File: config.mk
export PLATFORM = sky130hd
export DESIGN_NAME = return_stack
export DESIGN_NICKNAME = d
export VERILOG_FILES = /design/src/rtl/return_stack.sv
export SDC_FILE = /design/constraint.sdc
export NUM_CORES = 1
export LEC_CHECK = 0
export BUFFER_PORTS_ARGS = -buffer_cell sky130_fd_sc_hd__buf_2
export CAP_MARGIN = 10
export CORE_MARGIN = 2
export CORE_UTILIZATION = 30
export DETAILED_ROUTE_END_ITERATION = 10
export GPL_TIMING_DRIVEN = 1
export SLEW_MARGIN = 20
export SYNTH_ARGS = -nofsm -noshare
export SYNTH_HDL_FRONTEND = slang
export SYNTH_SLANG_ARGS = --single-unit
File: constraint.sdc
create_clock -name clk -period 4.8 [get_ports clk]
set_input_delay 0.48 -clock clk [delete_from_list [all_inputs] [get_ports clk]]
set_output_delay 0.48 -clock clk [all_outputs]
set_load 0.01 [all_outputs]
File: src/rtl/return_stack.sv
`default_nettype none
// ============================================================================
// Module      : return_stack
// Description : Bounded LIFO of return addresses for the single-cycle core.
//               JSB pushes PC+1, RET pops it back to the PC-source mux.
//               Registered storage, combinational top-of-stack read and
//               sticky overflow/underflow error flags.
// Ports       : clk        - single clock, rising edge
//               rst        - asynchronous active-high reset
//               push_stack - push push_data this cycle
//               pop_stack  - pop the top entry this cycle
//               push_data  - return address to push
//               top        - current top entry, 0 when empty
//               count      - number of valid entries
//               empty      - count == 0
//               full       - count == DEPTH
//               overflow   - sticky: push attempted while full
//               underflow  - sticky: pop attempted while empty
// Revision    : 1.0 - initial release
// ============================================================================
module return_stack #(
  parameter int DEPTH      = 8,
  parameter int ADDR_WIDTH = 12
) (
  input  logic                     clk,
  input  logic                     rst,
  input  logic                     push_stack,
  input  logic                     pop_stack,
  input  logic [ADDR_WIDTH-1:0]    push_data,
  output logic [ADDR_WIDTH-1:0]    top,
  output logic [$clog2(DEPTH):0]   count,
  output logic                     empty,
  output logic                     full,
  output logic                     overflow,
  output logic                     underflow
);

  localparam int c_IDX_W = $clog2(DEPTH);
  localparam int c_SP_W  = c_IDX_W + 1;

  localparam logic [c_SP_W-1:0]  c_SP_DEPTH = c_SP_W'(DEPTH);
  localparam logic [c_SP_W-1:0]  c_SP_ONE   = c_SP_W'(1);
  localparam logic [c_IDX_W-1:0] c_IDX_ONE  = c_IDX_W'(1);

  logic [ADDR_WIDTH-1:0] r_mem [DEPTH];
  logic [c_SP_W-1:0]     r_sp;
  logic                  r_overflow;
  logic                  r_underflow;

  logic                  w_empty;
  logic                  w_full;
  logic [c_IDX_W-1:0]    w_top_idx;
  logic                  w_push_only;
  logic                  w_pop_only;
  logic                  w_both;
  logic                  w_wr_en;
  logic [c_IDX_W-1:0]    w_wr_idx;
  logic                  w_sp_inc;
  logic                  w_sp_dec;

  assign w_empty = (r_sp == '0);
  assign w_full  = (r_sp == c_SP_DEPTH);

  // Index of the top entry. When the stack is full sp's low bits wrap to
  // zero, so the subtraction wraps to DEPTH-1, which is exactly the top slot.
  assign w_top_idx = r_sp[c_IDX_W-1:0] - c_IDX_ONE;

  assign w_push_only = push_stack & ~pop_stack;
  assign w_pop_only  = pop_stack & ~push_stack;
  assign w_both      = push_stack & pop_stack;

  // Push+pop replaces the top in place (legal when full). On an empty stack
  // it degenerates to a plain push into slot 0, which is also sp's low bits.
  assign w_wr_en  = (w_push_only & ~w_full) | w_both;
  assign w_wr_idx = (w_both & ~w_empty) ? w_top_idx : r_sp[c_IDX_W-1:0];

  assign w_sp_inc = (w_push_only & ~w_full) | (w_both & w_empty);
  assign w_sp_dec = w_pop_only & ~w_empty;

  always_ff @(posedge clk or posedge rst) begin
    if (rst) begin
      r_sp        <= '0;
      r_overflow  <= 1'b0;
      r_underflow <= 1'b0;
    end else begin
      if (w_sp_inc) begin
        r_sp <= r_sp + c_SP_ONE;
      end else if (w_sp_dec) begin
        r_sp <= r_sp - c_SP_ONE;
      end
      if (w_push_only & w_full) begin
        r_overflow <= 1'b1;
      end
      if (w_pop_only & w_empty) begin
        r_underflow <= 1'b1;
      end
    end
  end

  // Storage is never cleared: entries above sp are unobservable, so reset
  // only needs to collapse the pointer.
  always_ff @(posedge clk) begin
    if (w_wr_en && !rst) begin
      r_mem[w_wr_idx] <= push_data;
    end
  end

  assign top       = w_empty ? '0 : r_mem[w_top_idx];
  assign count     = r_sp;
  assign empty     = w_empty;
  assign full      = w_full;
  assign overflow  = r_overflow;
  assign underflow = r_underflow;

endmodule
`default_nettype wire

======== Word-level counts from Yosys, hierarchy flattened ========
Memory sizes are Yosys's and may differ from the RTL's.
Index checks and enable logic that the tools add are counted.
operators by class
  $lt $le $gt $ge ......................... 0
  reductions and logical operators ........ 4
  shifts and indexed selects .............. 0
  bitwise operators ....................... 15
  add/subtract/negate cells ............... 3
  divide/modulo/power cells ............... 0
  equal/unequal tests ..................... 1
  multipliers ............................. 0
  multiplexer cells ....................... 6
operators with widths
  kind                                                                 count
  12-bit two-way mux                                                   1
  1-bit bitwise AND                                                    9
  4-bit two-way mux                                                    2
  4-bit by 1-bit adder with 4-bit output (second input constant)       1
  4-bit == test (second input constant)                                1
  4-bit zero test                                                      1
  1-bit inverter                                                       4
  4-bit by 1-bit subtractor with 4-bit output (second input constant)  1
  3-bit two-way mux                                                    1
  3-bit by 1-bit subtractor with 3-bit output (second input constant)  1
  1-bit two-way mux                                                    2
  1-bit OR                                                             2
  2-bit nonzero test                                                   1
  1-bit logical AND                                                    1
  1-bit zero test                                                      1
storage, ports and cells
  memories kept ........................... 1
  latch bits .............................. 0
  input bits .............................. 16
  bits in registers ....................... 6
  ROM bits ................................ 0
  output and inout port bits .............. 20
  logic and storage cells ................. 33
  bits in writable memories ............... 96
memories
  memory  words  width  rd ports  clocked after Yosys merged registers in  write ports  line  text
  r_mem   8      12     1         0                                        1            45    logic [ADDR_WIDTH-1:0] r_mem [DEPTH];

======== Logic depth before layout (Yosys ltp) ========
  depth after elaboration ................. 7
  depth in mapped cells ................... 12

======== Worst setup path before layout ========
OpenSTA, ideal clock, no wires.
  path type ............................... flip-flop to flip-flop
  from .................................... reg r_sp[0] (netlist: count[0])
  to ...................................... mem r_mem[0][0] (enable)
  setup time .............................. 380 ps
  setup slack ............................. 1969 ps
  data arrival time ....................... 2451 ps
  cell stages (with the launch flop) ...... 9
  path buffers ............................ 2
  clock period less this slack ............ 2831 ps
  data required time ...................... 4420 ps
  cells stage by stage .................... dfrtp_1 buf_2 inv_1 ha_1 buf_2 nand3b_1 inv_2 or4_4 nor2_1
on the way
  elaborated cells on any way between the ends .. 12
  those cells by class .................... add/sub (1); eq/ne (1); mux (3); bitwise (5); reduce/logical (2)
RTL lines
  element                                      line  text
  start: declaration                           46    logic [c_SP_W-1:0] r_sp;
  start signal: assignment                     87    r_sp <= r_sp + c_SP_ONE;
  start signal: assignment                     89    r_sp <= r_sp - c_SP_ONE;
  3-bit by 1-bit subtractor with 3-bit output  66    assign w_top_idx = r_sp[c_IDX_W-1:0] - c_IDX_ONE;
  net w_top_idx[0]                             52    logic [c_IDX_W-1:0] w_top_idx;
  3-bit two-way mux                            75    assign w_wr_idx = (w_both & ~w_empty) ? w_top_idx : r_sp[c_IDX_W-1:0];
  end: declaration                             45
The timed path passes the listed nets, and every way through them passes these cells.

======== Final worst setup path ========
  from .................................... reg r_sp[1] (netlist: count[1])
  to ...................................... out top[7]
on the way
  longest elaborated chain between the ends .. 3
  elaborated cells on any way between the ends .. 4
  those cells by class .................... add/sub (1); mux (1); reduce/logical (1); memory (1)
ends and longest elaborated chain
  element                                      line  text
  3-bit by 1-bit subtractor with 3-bit output  66
  memory 8 x 12 bit                            n/a
  12-bit two-way mux (*)                       108   assign top = w_empty ? '0 : r_mem[w_top_idx];
  end: declaration                             30    output logic [ADDR_WIDTH-1:0] top,
Every way passes the cells marked *; elsewhere a longest branch is shown, timed or not.

==> flow_summary_export.csv <==
group,metric,value,unit
sta,setup_viol,0,
floorplan,dieArea,14800,um^2
worst_setup_path,crit_path_end_kind,"output port",
clocking,ctsHoldBuffers,0,
floorplan,die_w,122,um
grt,grt_pass1_wl,13000,um
grt,grt_pass1_vias,2202,
power_and_ir_drop,peakVddDrop,0.000274,V
floorplan,coreArea,13700,um^2
power_and_ir_drop,combPwrFrac,42.0,%
power_and_ir_drop,sw_frac_of_total,35.1,%
worst_setup_path,r2r_cells,9,
sta,max_freq,0.370,GHz
synth,synth-simple-area-share,5.75,%
place,port_buffers,35,
flow_run,maxCapViolCount,0,
power_and_ir_drop,power.internal,2.08,mW
clocking,cts-htree-levels,3,
sta,slew_headroom,61.8,%
worst_setup_path,path_class,"reg2out",
worst_setup_path,cp_cell_sequence,"inv_1, ha_1, buf_4, mux4_2, nand2_1, a21oi_1, buf_2",
worst_setup_path,critical_path.startpoint_type,"flop",
drt,ant_nets,0,
synth,synth_cell_types,34,
finish,diodes,0,
worst_setup_path,required,4.32,ns
drt,drtIter0Drc,112,
clocking,path_clk_slew,0.07,ns
sta,tightest_slew,0.572,ns
finish,synthToLayoutAreaGrowth,18.6,%
grt,grt-busiest-layer,"met2",
power_and_ir_drop,switching_power,1.12,mW
synth,synth-compound-area-share,3.58,%
run_status,status,"completed",
worst_setup_path,crit_slowest_cell,"dfrtp_1",
worst_setup_path,crit_cells,7,
worst_setup_path,cp_top_family,"buffers and inverters",
drt,avgViaCountPerCell,4.71,
worst_setup_path,cp_max_fo,14,
place,gp_congestion,0.724,
power_and_ir_drop,seq_power_share,35.0,%
finish,drive_gt1_share,36.7,%
clocking,ctsLongestPathBuffers,2,
sta,hold_violations,0,
sta,slew_viol_final,0,
grt,grtUsageMet3,2.62,%
synth,netlist_area,4160,um^2
grt,met1_usage,16.6,%
grt,grt.overflow.total,0,
sta,rsz0062_at_grt,"false",
synth,yosys_warnings,0,
synth,synth_top_family_by_area,"multiplexers",
synth,ys_seq_area_share,72.9,%
grt,grt_use_total,12.3,%
grt,grt_max_degree,33,
synth,ys_ff_latch,102,
clocking,post-cts-setup-buffers,0,
clocking,post_cts_resized,0,
finish,nNetsFinal,299,
floorplan,rows,43,
power_and_ir_drop,p_clk_share,22.9,%
drt,drt-total-wl,8310,um
grt,antenna_found_initial,0,
grt,grt_use_met2,19.0,%
drt,vias,2193,
worst_setup_path,crit_arrival,2.22,ns
drt,drcViolationCount,0,
synth,synthCells,229,
clocking,cts-buffers-inserted,9,
worst_setup_path,crit_buf_inv,3,
synth,syn_avg_cell_area,18.2,um^2
finish,fill_cells,1311,
synth,synth_mux_area_share,13.5,%
place,hpwl,5260,um
hold_path,hold_class,"in2async",
clocking,clock_sinks,102,
drt,wl_per_cell,17.8,um
synth,synth.net_count,247,
floorplan,initial_core_util,30.3,%
clocking,clock_latency,0.34,ns
synth,synth-xor-area-share,1.47,%
sta,fin_skew,0.00597,ns
sta,holdWs,0.0710,ns
power_and_ir_drop,p_leak,1.69,nW
drt,first_pass_iters,4,
floorplan,die_y,122,um
sta,finalCritPeriodShare,56.2,%
clocking,tritoncts,"built",
sta,fin_crit,2.70,ns
synth,synth_fa_ha_area_share,0.602,%
clocking,root_buffer,"clkbuf_16",
sta,finalSetupTns,0,ns
power_and_ir_drop,pwr_density_cell,650,nW/um^2
worst_setup_path,crit_path_max_incr_delay,0.51,ns
floorplan,num_io_pins,36,
## synthesized netlist by cell type
library cell	n	area (um^2)
mux4_2	24	541
or4_4	1	11.3
or2_2	1	6.26
nor2b_2	1	8.76
nor2_1	11	41.3
mux2_2	1	11.3
mux2i_1	1	10.0
edfxtp_1	96	2880
a31oi_1	4	25.0
clkbuf_1	4	15.0
a21boi_0	1	7.51
o211ai_2	1	12.5
inv_1	5	18.8
a21oi_2	1	8.76
nand2_1	27	101
nor3_1	4	20.0
nand3b_1	1	7.51
dfrtp_1	6	150
nor3b_2	1	12.5
buf_2	5	25.0
o21ai_0	1	5.00
a21oi_1	12	60.1
ha_1	2	25.0
nand3_1	1	5.00
a31o_2	2	17.5
buf_4	2	15.0
xor2_1	2	17.5
nor4b_2	1	15.0
inv_2	1	3.75
o21ai_1	1	5.00
o211ai_1	1	7.51
and4b_1	1	10.0
xnor2_1	5	43.8
buf_6	1	11.3
## cell usage in the layout (no fill, tap or decap), drive strengths merged
master     n
nor4b      1
buf       53
a31o       2
clkinvlp   2
nand3b     1
nand2     27
inv        9
mux2       1
mux4      24
or2        1
and4b      1
o211ai     2
nor3b      1
a21oi     13
mux2i      1
nand3      1
a31oi      4
clkbuf     9
xor2       2
nor3       4
xnor2      5
edfxtp    96
ha         2
o21ai      2
bufinv     1
dfrtp      6
nor2b      1
clkinv     1
a21boi     1
nor2      11
or4        1
## metal layers
layer / vias up / routed length [um]
li1: 1005 / -
met1: 1134 / 3910
met2: 45 / 3940
met3: 9 / 308
met4: 0 / 157
met5: - / 0
## logic make-up after synthesis
family	count (synthesis)
xor gates and xnor gates	7
DFF	102
buffers and inverters	18
AOI/OAI and AO/OA	24
adders and majority gates	2
muxes	26
and+or+nand+nor	50
## sequential cells by signal, indices dropped and copies added (netlist names)
signal,flops
r_mem,96
underflow,1
overflow,1
count,4
## power by group through the flow
stage	Sequential (mW)	Combinational, mW	Clock [mW]
finish	1.12	1.35	0.736
global route	1.13	1.49	0.790
CTS	1.13	1.38	0.758
detailed placement	1.15	1.37	0
global placement	1.14	1.37	0
floorplan	1.13	0.918	0
## stage by stage
stage | utilization, % | total power [mW] | cell area [um^2] | cells | setup WS (ns)
final | 36.0 | 3.21 | 4930 | 466 | 2.10
after global routing | 36.0 | 3.41 | 4930 | 466 | 1.92
after CTS | 36.0 | 3.26 | 4930 | 466 | 2.07
after detailed placement | 33.7 | 2.52 | 4630 | 450 | 2.26
after global placement | 33.7 | 2.51 | 4630 | 450 | 2.29
after floorplan | - | 2.05 | 4160 | 229 | 1.97
## layout make-up
type                       count  area (um^2)  share of cell area, %
sequential                   102         3030                   61.5
multi-input combinational    109         1040                   21.0
tap                          180          225                   4.57
clock inverter                 7         78.8                   1.60
timing repair buffer          53          310                   6.29
clock buffer                   9          225                   4.57
inverter                       6         22.5                  0.457
## final timing paths
path | start | to | slack (ns)
max in group asynchronous | rst | count[0]$_DFFE_PP0P_ | 4.50
worst max register to register | count[1]$_DFFE_PP0P_ | r_mem[3][3]$_DFFE_PP_ | 2.24
worst max-delay path | count[1]$_DFFE_PP0P_ | top[7] | 2.10
min in group clk | push_data[3] | r_mem[4][3]$_DFFE_PP_ | 0.42
worst min-delay path | rst | overflow$_DFFE_PP0P_ | 0.07
worst min register to register | overflow$_DFFE_PP0P_ | overflow$_DFFE_PP0P_ | 0.47
## worst reg2reg max path, delay by kind of cell (launching register included)
kind            cells  cell delay (ns)
buf+inv             3             0.60
flops               1             0.51
simple gates        4             0.79
fa+ha+maj           1             0.29
compound gates      1             0.08
Power figures use the tool's default switching activity.
